[src/rtl/onehot_pulse_decoder_if.sv]
// Encoded-index handshake bus feeding onehot_pulse_decoder.
// master drives code_in/code_valid, slave answers with code_ready.
interface onehot_pulse_decoder_if #(
    parameter int CODE_W = 2
);
    logic [CODE_W-1:0] code_in;
    logic              code_valid;
    logic              code_ready;

    modport master (
        output code_in,
        output code_valid,
        input  code_ready
    );

    modport slave (
        input  code_in,
        input  code_valid,
        output code_ready
    );
endinterface

[src/rtl/onehot_pulse_decoder.sv]
// onehot_pulse_decoder: buffers encoded indices in a small FIFO and replays each
// one as a fixed-width one-hot pulse followed by a fixed all-zero gap.
// Optional feature: define ONEHOT_HIST_EN to add per-code saturating pop
// counters readable through hist_sel/hist_cnt.
module onehot_pulse_decoder #(
    parameter int CODE_W       = 2,
    parameter int PULSE_CYCLES = 3,
    parameter int GAP_CYCLES   = 1,
    parameter int FIFO_DEPTH   = 4,
    localparam int OUT_W       = 2 ** CODE_W,
    localparam int LVL_W       = $clog2(FIFO_DEPTH) + 1
) (
    input  logic                  clk,
    input  logic                  rst_n,
    onehot_pulse_decoder_if.slave code_bus,
    output logic [OUT_W-1:0]      onehot_out,
    output logic                  strobe,
    output logic                  busy,
    output logic [LVL_W-1:0]      fifo_level
`ifdef ONEHOT_HIST_EN
    ,
    input  logic [CODE_W-1:0]     hist_sel,
    output logic [7:0]            hist_cnt
`endif
);

    localparam int PTR_W   = $clog2(FIFO_DEPTH);
    localparam int CNT_MAX = (PULSE_CYCLES > GAP_CYCLES) ? PULSE_CYCLES : GAP_CYCLES;
    localparam int CNT_W   = (CNT_MAX > 1) ? $clog2(CNT_MAX) : 1;
    localparam logic [CNT_W-1:0] PULSE_LAST = CNT_W'(PULSE_CYCLES - 1);
    localparam logic [CNT_W-1:0] GAP_LAST   = CNT_W'((GAP_CYCLES > 0) ? GAP_CYCLES - 1 : 0);

    typedef enum logic [1:0] {
        IDLE,
        DRIVE,
        GAP
    } state_t;

    state_t            state;
    logic [CNT_W-1:0]  cnt;

    logic [CODE_W-1:0] mem [FIFO_DEPTH];
    logic [PTR_W-1:0]  wr_ptr;
    logic [PTR_W-1:0]  rd_ptr;
    logic              full;
    logic              empty;
    logic              push;
    logic              pop;
    logic              pulse_end;
    logic              gap_end;
    logic [CODE_W-1:0] head;

    assign full                = (fifo_level == LVL_W'(FIFO_DEPTH));
    assign empty               = (fifo_level == '0);
    assign code_bus.code_ready = !full;
    assign push                = code_bus.code_valid && !full;
    assign head                = mem[rd_ptr];
    assign busy                = (state != IDLE) || !empty;

    // Decide whether the FSM takes the FIFO head this cycle.
    always_comb begin
        pulse_end = (state == DRIVE) && (cnt == PULSE_LAST);
        gap_end   = (state == GAP) && (cnt == GAP_LAST);
        pop       = 1'b0;
        if (!empty) begin
            if (state == IDLE || gap_end) begin
                pop = 1'b1;
            end else if (pulse_end && GAP_CYCLES == 0) begin
                // With no gap the pulse end is itself the reload point.
                pop = 1'b1;
            end
        end
    end

    // FIFO storage, pointers and occupancy.
    always_ff @(posedge clk) begin
        if (!rst_n) begin
            wr_ptr     <= '0;
            rd_ptr     <= '0;
            fifo_level <= '0;
        end else begin
            if (push) begin
                mem[wr_ptr] <= code_bus.code_in;
                wr_ptr      <= wr_ptr + PTR_W'(1);
            end
            if (pop) begin
                rd_ptr <= rd_ptr + PTR_W'(1);
            end
            case ({push, pop})
                2'b10:   fifo_level <= fifo_level + LVL_W'(1);
                2'b01:   fifo_level <= fifo_level - LVL_W'(1);
                default: fifo_level <= fifo_level;
            endcase
        end
    end

    // Pulse/gap sequencer with registered one-hot and strobe outputs.
    always_ff @(posedge clk) begin
        if (!rst_n) begin
            state      <= IDLE;
            cnt        <= '0;
            onehot_out <= '0;
            strobe     <= 1'b0;
        end else begin
            case (state)
                IDLE: begin
                    if (pop) begin
                        onehot_out <= OUT_W'(1) << head;
                        strobe     <= 1'b1;
                        cnt        <= '0;
                        state      <= DRIVE;
                    end else begin
                        onehot_out <= '0;
                        strobe     <= 1'b0;
                    end
                end
                DRIVE: begin
                    strobe <= 1'b0;
                    if (pulse_end) begin
                        cnt <= '0;
                        if (GAP_CYCLES > 0) begin
                            onehot_out <= '0;
                            state      <= GAP;
                        end else if (pop) begin
                            onehot_out <= OUT_W'(1) << head;
                            strobe     <= 1'b1;
                            state      <= DRIVE;
                        end else begin
                            onehot_out <= '0;
                            state      <= IDLE;
                        end
                    end else begin
                        cnt <= cnt + CNT_W'(1);
                    end
                end
                GAP: begin
                    strobe <= 1'b0;
                    if (gap_end) begin
                        cnt <= '0;
                        if (pop) begin
                            onehot_out <= OUT_W'(1) << head;
                            strobe     <= 1'b1;
                            state      <= DRIVE;
                        end else begin
                            onehot_out <= '0;
                            state      <= IDLE;
                        end
                    end else begin
                        cnt <= cnt + CNT_W'(1);
                    end
                end
                default: begin
                    state      <= IDLE;
                    cnt        <= '0;
                    onehot_out <= '0;
                    strobe     <= 1'b0;
                end
            endcase
        end
    end

`ifdef ONEHOT_HIST_EN
    logic [7:0] hist [OUT_W];

    // Per-code pop counters that saturate at 255.
    always_ff @(posedge clk) begin
        if (!rst_n) begin
            for (int unsigned i = 0; i < OUT_W; i++) begin
                hist[i] <= '0;
            end
        end else if (pop && hist[head] != 8'hFF) begin
            hist[head] <= hist[head] + 8'd1;
        end
    end

    assign hist_cnt = hist[hist_sel];
`endif

endmodule

[src/flat_wrapper.sv]
// flat-port wrapper written by rule: the top's interface ports become plain ports
module onehot_pulse_decoder_flat 
#(
    parameter int CODE_W       = 2,
    parameter int PULSE_CYCLES = 3,
    parameter int GAP_CYCLES   = 1,
    parameter int FIFO_DEPTH   = 4,
    localparam int OUT_W       = 2 ** CODE_W,
    localparam int LVL_W       = $clog2(FIFO_DEPTH) + 1
)
  (clk, rst_n, onehot_out, strobe, busy, fifo_level, code_bus_code_in, code_bus_code_valid, code_bus_code_ready);
  onehot_pulse_decoder_if #(.CODE_W(CODE_W)) code_bus_i ();
  input  logic clk;
  input  logic rst_n;
  output logic [OUT_W-1:0] onehot_out;
  output logic strobe;
  output logic busy;
  output logic [LVL_W-1:0] fifo_level;
  input wire logic [$bits(code_bus_i.code_in)-1:0] code_bus_code_in;
  input wire logic [$bits(code_bus_i.code_valid)-1:0] code_bus_code_valid;
  output wire logic [$bits(code_bus_i.code_ready)-1:0] code_bus_code_ready;
  assign code_bus_i.code_in = code_bus_code_in;
  assign code_bus_i.code_valid = code_bus_code_valid;
  assign code_bus_code_ready = code_bus_i.code_ready;
  onehot_pulse_decoder #(.CODE_W(CODE_W), .PULSE_CYCLES(PULSE_CYCLES), .GAP_CYCLES(GAP_CYCLES), .FIFO_DEPTH(FIFO_DEPTH)) u_core (.clk(clk), .rst_n(rst_n), .code_bus(code_bus_i), .onehot_out(onehot_out), .strobe(strobe), .busy(busy), .fifo_level(fifo_level));
endmodule
[config.mk]
export PLATFORM = sky130hd
export DESIGN_NAME = onehot_pulse_decoder_flat
export DESIGN_NICKNAME = d
export VERILOG_FILES = /design/src/rtl/onehot_pulse_decoder_if.sv /design/src/rtl/onehot_pulse_decoder.sv /design/src/flat_wrapper.sv
export SDC_FILE = /design/constraint.sdc
export NUM_CORES = 1
export LEC_CHECK = 0
export BUFFER_PORTS_ARGS = -buffer_cell sky130_fd_sc_hd__clkbuf_2
export CORE_MARGIN = 2
export CORE_UTILIZATION = 42
export CTS_CLUSTER_SIZE = 40
export DETAILED_ROUTE_END_ITERATION = 8
export GPL_TIMING_DRIVEN = 0
export HOLD_SLACK_MARGIN = 0.08
export PLACE_DENSITY_LB_ADDON = 0.05
export SLEW_MARGIN = 20
export SYNTH_ARGS = -nofsm -noshare
export SYNTH_HDL_FRONTEND = slang
export SYNTH_SLANG_ARGS = --single-unit
export TNS_END_PERCENT = 30
[constraint.sdc]
create_clock -name clk -period 2.3 [get_ports clk]
set_input_delay 0.115 -clock clk [delete_from_list [all_inputs] [get_ports clk]]
set_output_delay 0.115 -clock clk [all_outputs]
set_load 0.01 [all_outputs]
== Yosys cells after proc, flatten, opt, wreduce, memory -nomap -nowiden ==
Memory sizes are Yosys's and may differ from the RTL's. A register that Yosys moved wholly into a read port is not among the register bits.
Cells that the tools add are included.
Storage, ports and cells
  register bits after elaboration: 16
  memory bits (writable): 8
  bits of input ports: 5
  output and inout port bits: 10
  word-level logic and storage cells: 61
  memories: 1
Cells by class
  $add $sub $neg: 5
  equality and inequality tests: 9
  shifts and indexed selects: 1
  multiplexer cells: 24
  reduce and logical (&&, ||, !) cells: 14
Memory list
  u_core.mem: words 4, bits a word 2, rd ports 1, clocked after Yosys merged registers in 1, wr ports 1, line onehot_pulse_decoder.sv:42  | logic [CODE_W-1:0] mem [FIFO_DEPTH];
Operators with widths (count)
  2-to-1 mux 2 bit: 8
  2-to-1 mux 4 bit: 3
  one-hot mux 2 bit (3 select lines): 2
  one-hot mux 4 bit (3 select lines): 1
  2-to-1 mux 1 bit: 8
  adder 2 x 1 -> 2 bit, second input constant: 3
  equality test 2 bit, second input constant: 3
  != test 2 x 1 -> 1 bit, second input constant: 3
  one-hot mux 3 bit (2 select lines): 1
  equality test 2 x 1 -> 1 bit, second input constant: 2
  logical NOT 2 bit: 2
  nonzero test 2 bit: 2
  << shifter 1 x 2 -> 4 bit, first input constant: 1
  adder 3 x 1 -> 3 bit, second input constant: 1
  equality test 3 bit, second input constant: 1
  logical AND 1 bit: 3
  logical NOT 3 bit: 1
  AND reduction 3 bit: 1
  subtractor 3 x 1 -> 3 bit, second input constant: 1
  logical NOT 1 bit: 2
  logical OR 1 bit: 2
  one-hot mux 1 bit (2 select lines): 1
  AND reduction 2 bit: 1

== Longest topological paths before layout ==
Gate-level depths: netlist (run 1).
  word-level depth: 8
  mapped depth: 10
  mapped depth without buffers: 10

== Worst setup path after synthesis (run 1) ==
Ideal clock, no wire load.
  path kind: reg2reg
  start: reg u_core.fifo_level[2]
  end: reg u_core.fifo_level[2]
  library setup time: 0.076 ns
  arrival: 2.344 ns
  required time: 2.224 ns
  slack: -0.119 ns
  cell stages (with the launch flop): 11
  buffers on the path: 1
  period minus slack after synthesis: 2.419 ns
  cell sequence: dfxtp_1 or3b_1 and2_1 buf_6 inv_2 ha_1 inv_1 fa_1 xor2_1 or3_1 a21boi_0
On the way
  longest elaborated chain between the ends: 5
  elaborated cells on any way between the ends: 11
  those cells by class: add/sub (2); eq/ne (3); mux (2); reduce/logical (4)
RTL lines
  from (decl): line onehot_pulse_decoder.sv:19  | output logic [LVL_W-1:0] fifo_level
  from (signal assigned): line onehot_pulse_decoder.sv:90  | 2'b10: fifo_level <= fifo_level + LVL_W'(1);
  from (signal assigned): line onehot_pulse_decoder.sv:91  | 2'b01: fifo_level <= fifo_level - LVL_W'(1);
  from (signal assigned): line onehot_pulse_decoder.sv:92  | default: fifo_level <= fifo_level;
  equality test 3 bit (*): line onehot_pulse_decoder.sv:53  | assign full = (fifo_level == LVL_W'(FIFO_DEPTH));
  logical NOT 1 bit (*)
  named net code_bus_code_ready: line flat_wrapper.sv:21  | output wire logic [$bits(code_bus_i.code_ready)-1:0] code_bus_code_ready;
  logical AND 1 bit (*): line onehot_pulse_decoder.sv:56  | assign push = code_bus.code_valid && !full;
  equality test 2 x 1 -> 1 bit or equality test 2 bit (tied branches): line onehot_pulse_decoder.sv:89  | case ({push, pop})
  one-hot mux 3 bit (2 select lines) or nonzero test 2 bit (tied branches)
The timed path passes the listed nets; every way through them passes the cells marked *.
A chain may end at the register's enable or synchronous reset.

== Final worst setup path (run 1) ==
  start: reg u_core.fifo_level[0]
  end: reg u_core.fifo_level[2]
On the way
  longest elaborated chain between the ends: 5
  elaborated cells on any way between the ends: 11
  those cells by class: add/sub (2); eq/ne (3); mux (2); reduce/logical (4)
RTL lines (line)
  equality test 3 bit: onehot_pulse_decoder.sv:53
  logical NOT 1 bit: onehot_pulse_decoder.sv:56
  logical AND 1 bit: onehot_pulse_decoder.sv:56
  equality test 2 x 1 -> 1 bit or equality test 2 bit (tied branches): onehot_pulse_decoder.sv:89
  one-hot mux 3 bit (2 select lines) or nonzero test 2 bit (tied branches)
Several ways; a longest one is shown, not always the timed one.

==> results.yml, run 1 <==
status:
  status: "finished clean"
yosys:
  ys_ff_latch: 26
  seq_area_frac_synth_pct: 48.05
  yosys-top-cells-area: "dfxtp_1 (29%), edfxtp_1 (19%), ha_1 (11%), and2_1 (5.0%), mux4_2 (3.6%)"
  netlist_area_sq_um: 1250
  avgSynthCellArea_sq_um: 11.36
  synth_top_area_share_pct: 28.83
  synth_edf_count: 8
  netlist_instances: 110
  ys_async_sr_fraction_pct: 0
  yosys_warnings: 0
  synth_common_cells: "dfxtp_1 (18), ha_1 (11), inv_1 (11)"
  synth_ff_type: "dfxtp_1"
  syn_nets: 127
  yosysMostFrequentCell: "dfxtp_1"
  synth_area_leader_cell: "dfxtp_1"
  ys_types: 31
finish:
  n_antenna_cell: 0
  fillers: 265
  area_growth_pct: 19.82
  drive_gt1_share_pct: 30.37
  final_nets: 153
worst_hold_path:
  min_path_type: "in -> reg"
worst_setup_path:
  critPathArrivalTime_ns: 2.41
  crit_path_end: "u_core.fifo_level[2]"
  rr_worst_depth: 9
  r2r_slack_ns: 0.13
  cp-end-kind: "flip-flop"
  crit_path_start: "u_core.fifo_level[0]"
  cp_data_required_time_ns: 2.54
  reg2reg_to: "u_core.fifo_level[2]"
  crit_path_max_fanout: 7
  path_class: "reg -> reg"
  worstReg2RegStart: "u_core.fifo_level[0]"
  critPathLaunchType: "flip-flop"
floorplanning:
  fp.dieArea_sq_um: 3429
  rows: 19
  core-area_sq_um: 2781
  die-width_um: 58.56
  initial_core_util_pct: 44.94
  die_h_um: 58.56
  io_pins: 15
timing:
  hold_viol: 0
  clock_skew_ns: 0.001970
  drv_slew: 0
  worst_pin_slew_ns: 0.5447
  post-route-worst-setup-slack_ns: 0.1303
  fin_crit_sh_pct: 94.33
  setup_violations: 0
  tns_ns: 0
  relSlewSlack_pct: 63.41
  rsz0062_at_grt: "no"
  fmax_mhz: 460.9
  min_period_ns: 2.170
routing:
  wl_um: 1979
  drc_errors: 0
  drtIter0Drc: 28
  routedWlPerCell_um: 11.92
  ant_nets: 0
  dr.pass1.iters: 4
  vias_per_cell: 4.964
  vias: 824
run:
  maxCapViolCount: 0
global_route:
  grt_max_degree: 15
  antenna_found_initial: 0
  grt_overflow: 0
  grt_pass1_vias: 740
  grt_pass1_wl_um: 3263
  grt_usage_pct: 12.66
placed_design:
  port_buffers: 14
  place_worst_setup_slack_ns: -0.01051
  gp_congestion: 0.7090
  hpwl_um: 1504
clock_network:
  clockBufferDepth: 2
  cts_made_buffers: 3
  cts_root_buf: "clkbuf_4"
  cts.sinks: 26
  cts.htree.levels: 1
  clkTransAtPathRegs_ns: 0.13
  insertion_delay_ns: 0.30
  cts_tree: "yes"
power_and_ir_drop:
  leakage_nw: 0.6164
  power_mw: 1.704
  p_per_area_nw_per_um2: 1138
  ir_drop_mv: 0.6152
-- how the worst min path moves through the flow --
stage | start | end | slack [ns] | cells after the start
final | code_bus_code_valid | u_core.wr_ptr[1] | 0.20 | 4
after global routing | code_bus_code_valid | u_core.wr_ptr[1] | 0.21 | 4
after CTS | code_bus_code_valid | u_core.wr_ptr[1] | 0.25 | 5
after detailed placement | code_bus_code_in[0] | u_core.mem[1][0] | 0.35 | 1
after global placement | code_bus_code_in[1] | u_core.mem[0][1] | 0.34 | 1
after floorplan | code_bus_code_in[0] | u_core.mem[0][0] | 0.21 | 0
-- power by group --
group          internal, mW  switching, mW  leakage (nW)
Combinational         0.433          0.431         0.379
Sequential            0.588         0.0628         0.222
Clock                0.0676          0.121        0.0150
Total                  1.09          0.615         0.616
-- worst max-delay path: stages, from the launching register on --
cell	delay [ns]
dfxtp_4	0.37
or3b_4	0.39
and2_4	0.18
inv_4	0.06
ha_4	0.12
inv_2	0.04
fa_2	0.37
xor2_1	0.15
or3_1	0.30
a21boi_1	0.12
-- cells by family after synthesis --
group | count (synthesis) | share of synthesized area [%]
DFF | 26 | 48.05
and+or+nand+nor | 35 | 17.92
xor gates and xnor gates | 5 | 3.504
buffers and inverters | 15 | 5.105
adders and majority gates | 12 | 12.61
AOI/OAI and AO/OA | 13 | 7.608
muxes | 4 | 5.205
-- per-stage QoR --
stage / area, sq um / std cells / hold WS, ns / util, %
after floorplan: 1266 / 110 / 0.2139 / -
after global placement: 1375 / 155 / 0.3361 / 49.44
after detailed placement: 1375 / 155 / 0.3451 / 49.44
after CTS: 1461 / 164 / 0.2542 / 52.54
after global routing: 1498 / 166 / 0.2070 / 53.85
final: 1498 / 166 / 0.2016 / 53.85
-- sequential cells by signal (all words and copies together), names as in the netlist, named ones only --
name               count
u_core.cnt             2
u_core.strobe          1
u_core.wr_ptr          2
u_core.rd_ptr          2
u_core.onehot_out      4
u_core.fifo_level      3
u_core.mem             8
u_core.state           2
-- final cells by class --
| type | count | area [sq um] | area share, % |
|---|---|---|---|
| Timing Repair Buffer | 22 | 135.1 | 9.023 |
| Multi-Input combinational cell | 69 | 626.9 | 41.85 |
| Tap cell | 31 | 38.79 | 2.590 |
| Buffer | 2 | 7.507 | 0.5013 |
| Clock buffer | 4 | 26.28 | 1.754 |
| Sequential cell | 26 | 615.6 | 41.10 |
| Inverter | 12 | 47.55 | 3.175 |
-- metal layers --
metal	GRT usage (%)	vias to the layer above	share of wire [%]
met5	0	-	0
met4	2.990	0	0.61
met3	3.956	2	3.8
met2	21.67	15	47
met1	15.55	377	49
li1	-	430	-
-- layout by cell type (no fill, tap or decap), drive strengths merged --
cell type / count
a22o: 2
xor2: 3
nand2: 5
dlygate4sd3: 2
or2: 1
a21boi: 5
nor4b: 2
xnor2: 2
nand4: 2
nor2b: 4
nor3: 2
o21ai: 3
a32o: 2
a21oi: 1
ha: 11
mux4: 2
inv: 12
or3b: 1
dfxtp: 18
edfxtp: 8
or3: 1
fa: 1
or4: 1
and2: 10
mux2i: 2
and3: 4
buf: 6
nor2: 1
nor3b: 1
clkbuf: 20
-- what timing repair did --
item	CTS	global route
gates cloned	0	0
pin swaps	0	6
setup buffers	3	3
resized for setup	4	8
setup endpoints to repair	1	2
endpoints found under the hold margin	8	0
hold buffers	2	0
Note: power is estimated with default switching activity, not from simulation.
==> run 2, diff against run 1 <==
==> constraint.sdc (replaced) <==
create_clock -name clk -period 2.1 [get_ports clk]
set_input_delay 0.105 -clock clk [delete_from_list [all_inputs] [get_ports clk]]
set_output_delay 0.105 -clock clk [all_outputs]
set_load 0.01 [all_outputs]
==> results.yml, run 2 (synthesized netlist as in run 1, its figures left out) <==
status:
  status: "finished clean"
floorplanning:
  die-width_um: 58.56
  rows: 19
  initial_core_util_pct: 44.94
  fp.dieArea_sq_um: 3429
  io_pins: 15
  die_h_um: 58.56
  core-area_sq_um: 2781
global_route:
  grt_overflow: 0
  grt_max_degree: 15
  grt_pass1_vias: 867
  antenna_found_initial: 0
  grt_pass1_wl_um: 3822
  grt_usage_pct: 14.94
clock_network:
  cts_root_buf: "clkbuf_4"
  cts.sinks: 26
  insertion_delay_ns: 0.32
  cts.htree.levels: 1
  clkTransAtPathRegs_ns: 0.12
  clockBufferDepth: 2
  cts_tree: "yes"
  cts_made_buffers: 3
worst_hold_path:
  hold_start: "code_bus_code_valid"
  worstHoldEndpoint: "u_core.wr_ptr[1]"
  holdPathStages: 5
  min_path_type: "in -> reg"
finish:
  largest_reg_flops: 8
  final_nets: 153
  reg.largest.list: "u_core.mem x8, u_core.onehot_out x4, u_core.fifo_level x3"
  largest_register: "u_core.mem"
  layout_common_cells: "clkbuf_2 (14), dfxtp_1 (13), inv_1 (9), and2_1 (9), edfxtp_1 (8)"
  n_antenna_cell: 0
  drive_gt1_share_pct: 33.33
  fillers: 266
  area_growth_pct: 22.12
  final_common_cell: "clkbuf_2"
timing:
  hold_ws_ns: 0.1859
  fin_crit_sh_pct: 99.43
  worst_pin_slew_ns: 0.4406
  setup_violations: 0
  drv_slew: 0
  min_period_ns: 2.088
  clock_skew_ns: 0.003960
  relSlewSlack_pct: 70.55
  rsz0062_at_grt: "yes"
  hold_viol: 0
  fmax_mhz: 478.9
power_and_ir_drop:
  ir_drop_mv: 0.8423
  p_per_area_nw_per_um2: 1267
  power_mw: 1.934
  leakage_nw: 0.6195
routing:
  vias_per_cell: 5.036
  vias: 836
  wl_um: 2103
  routedWlPerCell_um: 12.67
  ant_nets: 0
  dr.pass1.iters: 2
  drc_errors: 0
  drtIter0Drc: 28
worst_setup_path:
  worstReg2RegStart: "u_core.fifo_level[1]"
  path_class: "reg -> reg"
  crit_path_max_fanout: 2
  r2r_slack_ns: 0.01
  critPathArrivalTime_ns: 2.34
  reg2reg_to: "u_core.fifo_level[2]"
  rr_worst_depth: 9
  cp-end-kind: "flip-flop"
  critPathLaunchType: "flip-flop"
  cp_data_required_time_ns: 2.36
placed_design:
  gp_congestion: 0.7094
  hpwl_um: 1579
  port_buffers: 14
run:
  maxCapViolCount: 0
## run 2: cell counts in the layout (fill, tap and decap cells not counted)
No cell type changed its count.
## run 2: worst max-delay path, stage by stage (launching register included)
cell      delay [ns]
dfxtp_4         0.37
or3b_4          0.39
and2_4          0.16
inv_4           0.05
ha_4            0.13
inv_2           0.03
fa_2            0.33
xor2_1          0.16
or3_1           0.30
a21boi_1        0.11
## run 2: how the worst max path moves through the flow
stage	start	to	slack, ns	depth (start not counted)
finish	u_core.fifo_level[1]	u_core.fifo_level[2]	0.01	9
global placement	u_core.state[0]	u_core.fifo_level[2]	-0.11	10
detailed placement	u_core.state[0]	u_core.fifo_level[2]	-0.18	10
global route	u_core.fifo_level[1]	u_core.fifo_level[2]	-0.04	9
CTS	u_core.fifo_level[1]	u_core.fifo_level[2]	-0.06	9
floorplan	u_core.fifo_level[2]	u_core.fifo_level[2]	-0.08	10
## run 2: where the power goes
group	switching, mW	internal, mW	leakage [nW]	total [mW]
registers	0.0706	0.643	0.223	0.714
logic	0.498	0.514	0.382	1.01
clock network	0.134	0.0744	0.0150	0.209
total	0.703	1.23	0.619	1.93
## run 2: timing repair
item / CTS / global route
resized for setup: 9 / 8
hold buffers: 2 / 0
pin swaps: 5 / 4
endpoints found under the hold margin: 8 / 0
buffers inserted: 6 / 0
setup endpoints to repair: 2 / 2
## run 2: layer usage
layer | vias to the layer above | GRT usage, % | part of all wire, %
li1 | 427 | - | -
met1 | 391 | 18.49 | 45
met2 | 14 | 24.56 | 49
met3 | 4 | 4.176 | 4.2
met4 | 0 | 5.980 | 1.8
met5 | - | 0 | 0
## run 2: cell type report
class / count / area, sq um / area share (%)
multi-input combinational: 69 / 654.4 / 42.87
sequential: 26 / 616.8 / 40.41
timing repair buffer: 22 / 135.1 / 8.853
inverter: 12 / 47.55 / 3.115
tap: 31 / 38.79 / 2.541
clock buffer: 4 / 26.28 / 1.721
buffer: 2 / 7.507 / 0.4918
## run 2: stage by stage
step                worst slack (ns)  cells  instance area (sq um)  util, %  TNS (ns)
finish                       0.01195    166                   1526    54.88         0
global route                -0.04213    166                   1526    54.88  -0.04213
CTS                         -0.05930    166                   1495    53.76  -0.05930
detailed placement           -0.1811    155                   1388    49.89   -0.2125
global placement             -0.1135    155                   1388    49.89   -0.1135
floorplan                   -0.07586    110                   1279        -  -0.07586
==> run 3, diff against run 2 <==
--- a/config.mk
+++ b/config.mk
@@ -5,15 +5,15 @@
 export SDC_FILE = /design/constraint.sdc
 export NUM_CORES = 1
 export LEC_CHECK = 0
-export BUFFER_PORTS_ARGS = -buffer_cell sky130_fd_sc_hd__clkbuf_2
 export CORE_MARGIN = 2
-export CORE_UTILIZATION = 42
+export CORE_UTILIZATION = 60
 export CTS_CLUSTER_SIZE = 40
 export DETAILED_ROUTE_END_ITERATION = 8
+export DONT_BUFFER_PORTS = 1
 export GPL_TIMING_DRIVEN = 0
 export HOLD_SLACK_MARGIN = 0.08
 export PLACE_DENSITY_LB_ADDON = 0.05
-export SLEW_MARGIN = 20
+export SLEW_MARGIN = 0
 export SYNTH_ARGS = -nofsm -noshare
 export SYNTH_HDL_FRONTEND = slang
 export SYNTH_SLANG_ARGS = --single-unit
==> results.yml, run 3 (synthesized netlist as in run 1, its figures left out) <==
status:
  status: "complete, but fails checks"
  failed_checks: "setup timing"
timing:
  hold_viol: 0
  post-route-worst-setup-slack_ns: -0.09220
  fmax_mhz: 456.2
  drv_slew: 0
  relSlewSlack_pct: 61.25
  setup_violations: 1
  rsz0062_at_grt: "yes"
  fin_crit_sh_pct: 104.4
  clock_skew_ns: 0.01166
  worst_pin_slew_ns: 0.5768
  hold_ws_ns: 0.1893
  min_period_ns: 2.192
global_route:
  antenna_found_initial: 0
  grt_max_degree: 16
  grt_usage_pct: 18.28
  grt_pass1_vias: 812
  grt_pass1_wl_um: 3456
  grt_overflow: 0
worst_setup_path:
  worst_path_largest_cell_delay_ns: 0.42
  path_cells: "or3b_4 -> and2_4 -> inv_4 -> ha_4 -> inv_2 -> fa_2 -> xor2_1 -> or3_1 -> a21boi_1"
  crit_path_max_fanout: 6
  critPathSlowestCell: "or3b_4"
  cp-end-kind: "flip-flop"
  critPathArrivalTime_ns: 2.44
  critPathLaunchType: "flip-flop"
  cp_data_required_time_ns: 2.35
  path_class: "reg -> reg"
run:
  maxCapViolCount: 0
placed_design:
  dpl.cell_count: 137
  gp_congestion: 0.7256
  hpwl_um: 1445
  port_buffers: 0
clock_network:
  cts.sinks: 26
  insertion_delay_ns: 0.32
  clkTransAtPathRegs_ns: 0.15
  cts.htree.levels: 1
  clockBufferDepth: 2
  cts_made_buffers: 3
  cts_tree: "yes"
  cts_root_buf: "clkbuf_4"
finish:
  fillers: 147
  largest_register: "u_core.mem"
  area_growth_pct: 13.11
  reg.largest.list: "u_core.mem x8, u_core.onehot_out x4, u_core.fifo_level x3"
  fin_cells: 146
  layout_common_cells: "dfxtp_1 (14), inv_1 (10), and2_1 (9), ha_1 (9), edfxtp_1 (8)"
  final_nets: 137
  final_common_cell: "dfxtp_1"
  drive_gt1_share_pct: 21.01
  n_antenna_cell: 0
  largest_reg_flops: 8
power_and_ir_drop:
  power_mw: 1.915
  leakage_nw: 0.5532
  p_per_area_nw_per_um2: 1355
  ir_drop_mv: 0.9449
floorplanning:
  initial_core_util_pct: 63.71
  rows: 16
  fp.dieArea_sq_um: 2464
  die_h_um: 49.64
  die-width_um: 49.64
  io_pins: 15
  core-area_sq_um: 1962
routing:
  drtIter0Drc: 10
  ant_nets: 0
  vias_per_cell: 5.397
  dr.pass1.iters: 6
  vias: 788
  wl_um: 1978
  routedWlPerCell_um: 13.55
  drc_errors: 0
worst_hold_path:
  min_path_type: "in -> reg"
-- run 3: timing repair --
item | in CTS | in global routing
pin swaps | 4 | 3
hold buffers | 2 | 0
setup endpoints to repair | 2 | 2
resized for setup | 2 | 3
buffers inserted | 3 | 1
endpoints found under the hold margin | 8 | 0
-- run 3: path summary, 6_finish.rpt --
path,start,to,slack [ns],cells past startpoint
hold / removal,rst_n,u_core.cnt[0],0.19,2
setup / recovery,u_core.fifo_level[2],u_core.fifo_level[2],-0.09,9
setup reg to reg,u_core.fifo_level[2],u_core.fifo_level[2],-0.09,9
hold reg to reg,u_core.cnt[0],u_core.cnt[0],0.47,2
-- run 3: worst max-delay path: cells and delay by family, from the launching register on --
kind,cells,cell delay [ns]
simple gates,3,0.88
fa+ha+maj,2,0.46
flops,1,0.41
xor+xnor,1,0.17
compound gates,1,0.12
buf+inv,2,0.09
-- run 3: report_power, final --
part	leakage [nW]	total (mW)	internal [mW]	switching, mW
Sequential	0.222	0.752	0.636	0.115
Combinational	0.304	0.822	0.405	0.418
Clock	0.0279	0.341	0.193	0.148
-- run 3: cell type report --
class | count | area [sq um] | area share, %
plain buffers | 2 | 7.507 | 0.5310
clock buffers | 3 | 22.52 | 1.593
clock inverters | 1 | 30.03 | 2.124
inverters | 12 | 47.55 | 3.363
multi-input cells | 69 | 614.3 | 43.45
flip-flops and latches | 26 | 608.1 | 43.01
well taps | 27 | 33.78 | 2.389
repair buffers | 6 | 50.05 | 3.540
-- run 3: metal layers --
| layer | GRT usage (%) | vias up | wire, um | share of wire [%] |
|---|---|---|---|---|
| met5 | 0 | - | 0 | 0 |
| met4 | 5.556 | 0 | 13 | 0.66 |
| met3 | 3.636 | 2 | 63 | 3.2 |
| met2 | 30.22 | 14 | 999 | 51 |
| met1 | 24.25 | 377 | 900 | 46 |
| li1 | - | 395 | - | - |
-- run 3: through the flow --
| step | util (%) | worst slack, ns | cell area [sq um] | setup TNS [ns] |
|---|---|---|---|---|
| floorplan | - | -0.07586 | 1279 | -0.07586 |
| global placement | 66.90 | -0.1440 | 1313 | -0.1465 |
| detailed placement | 66.90 | -0.1627 | 1313 | -0.1892 |
| CTS | 71.30 | -0.1439 | 1399 | -0.1439 |
| global route | 72.07 | -0.2284 | 1414 | -0.2844 |
| finish | 72.07 | -0.09220 | 1414 | -0.09220 |
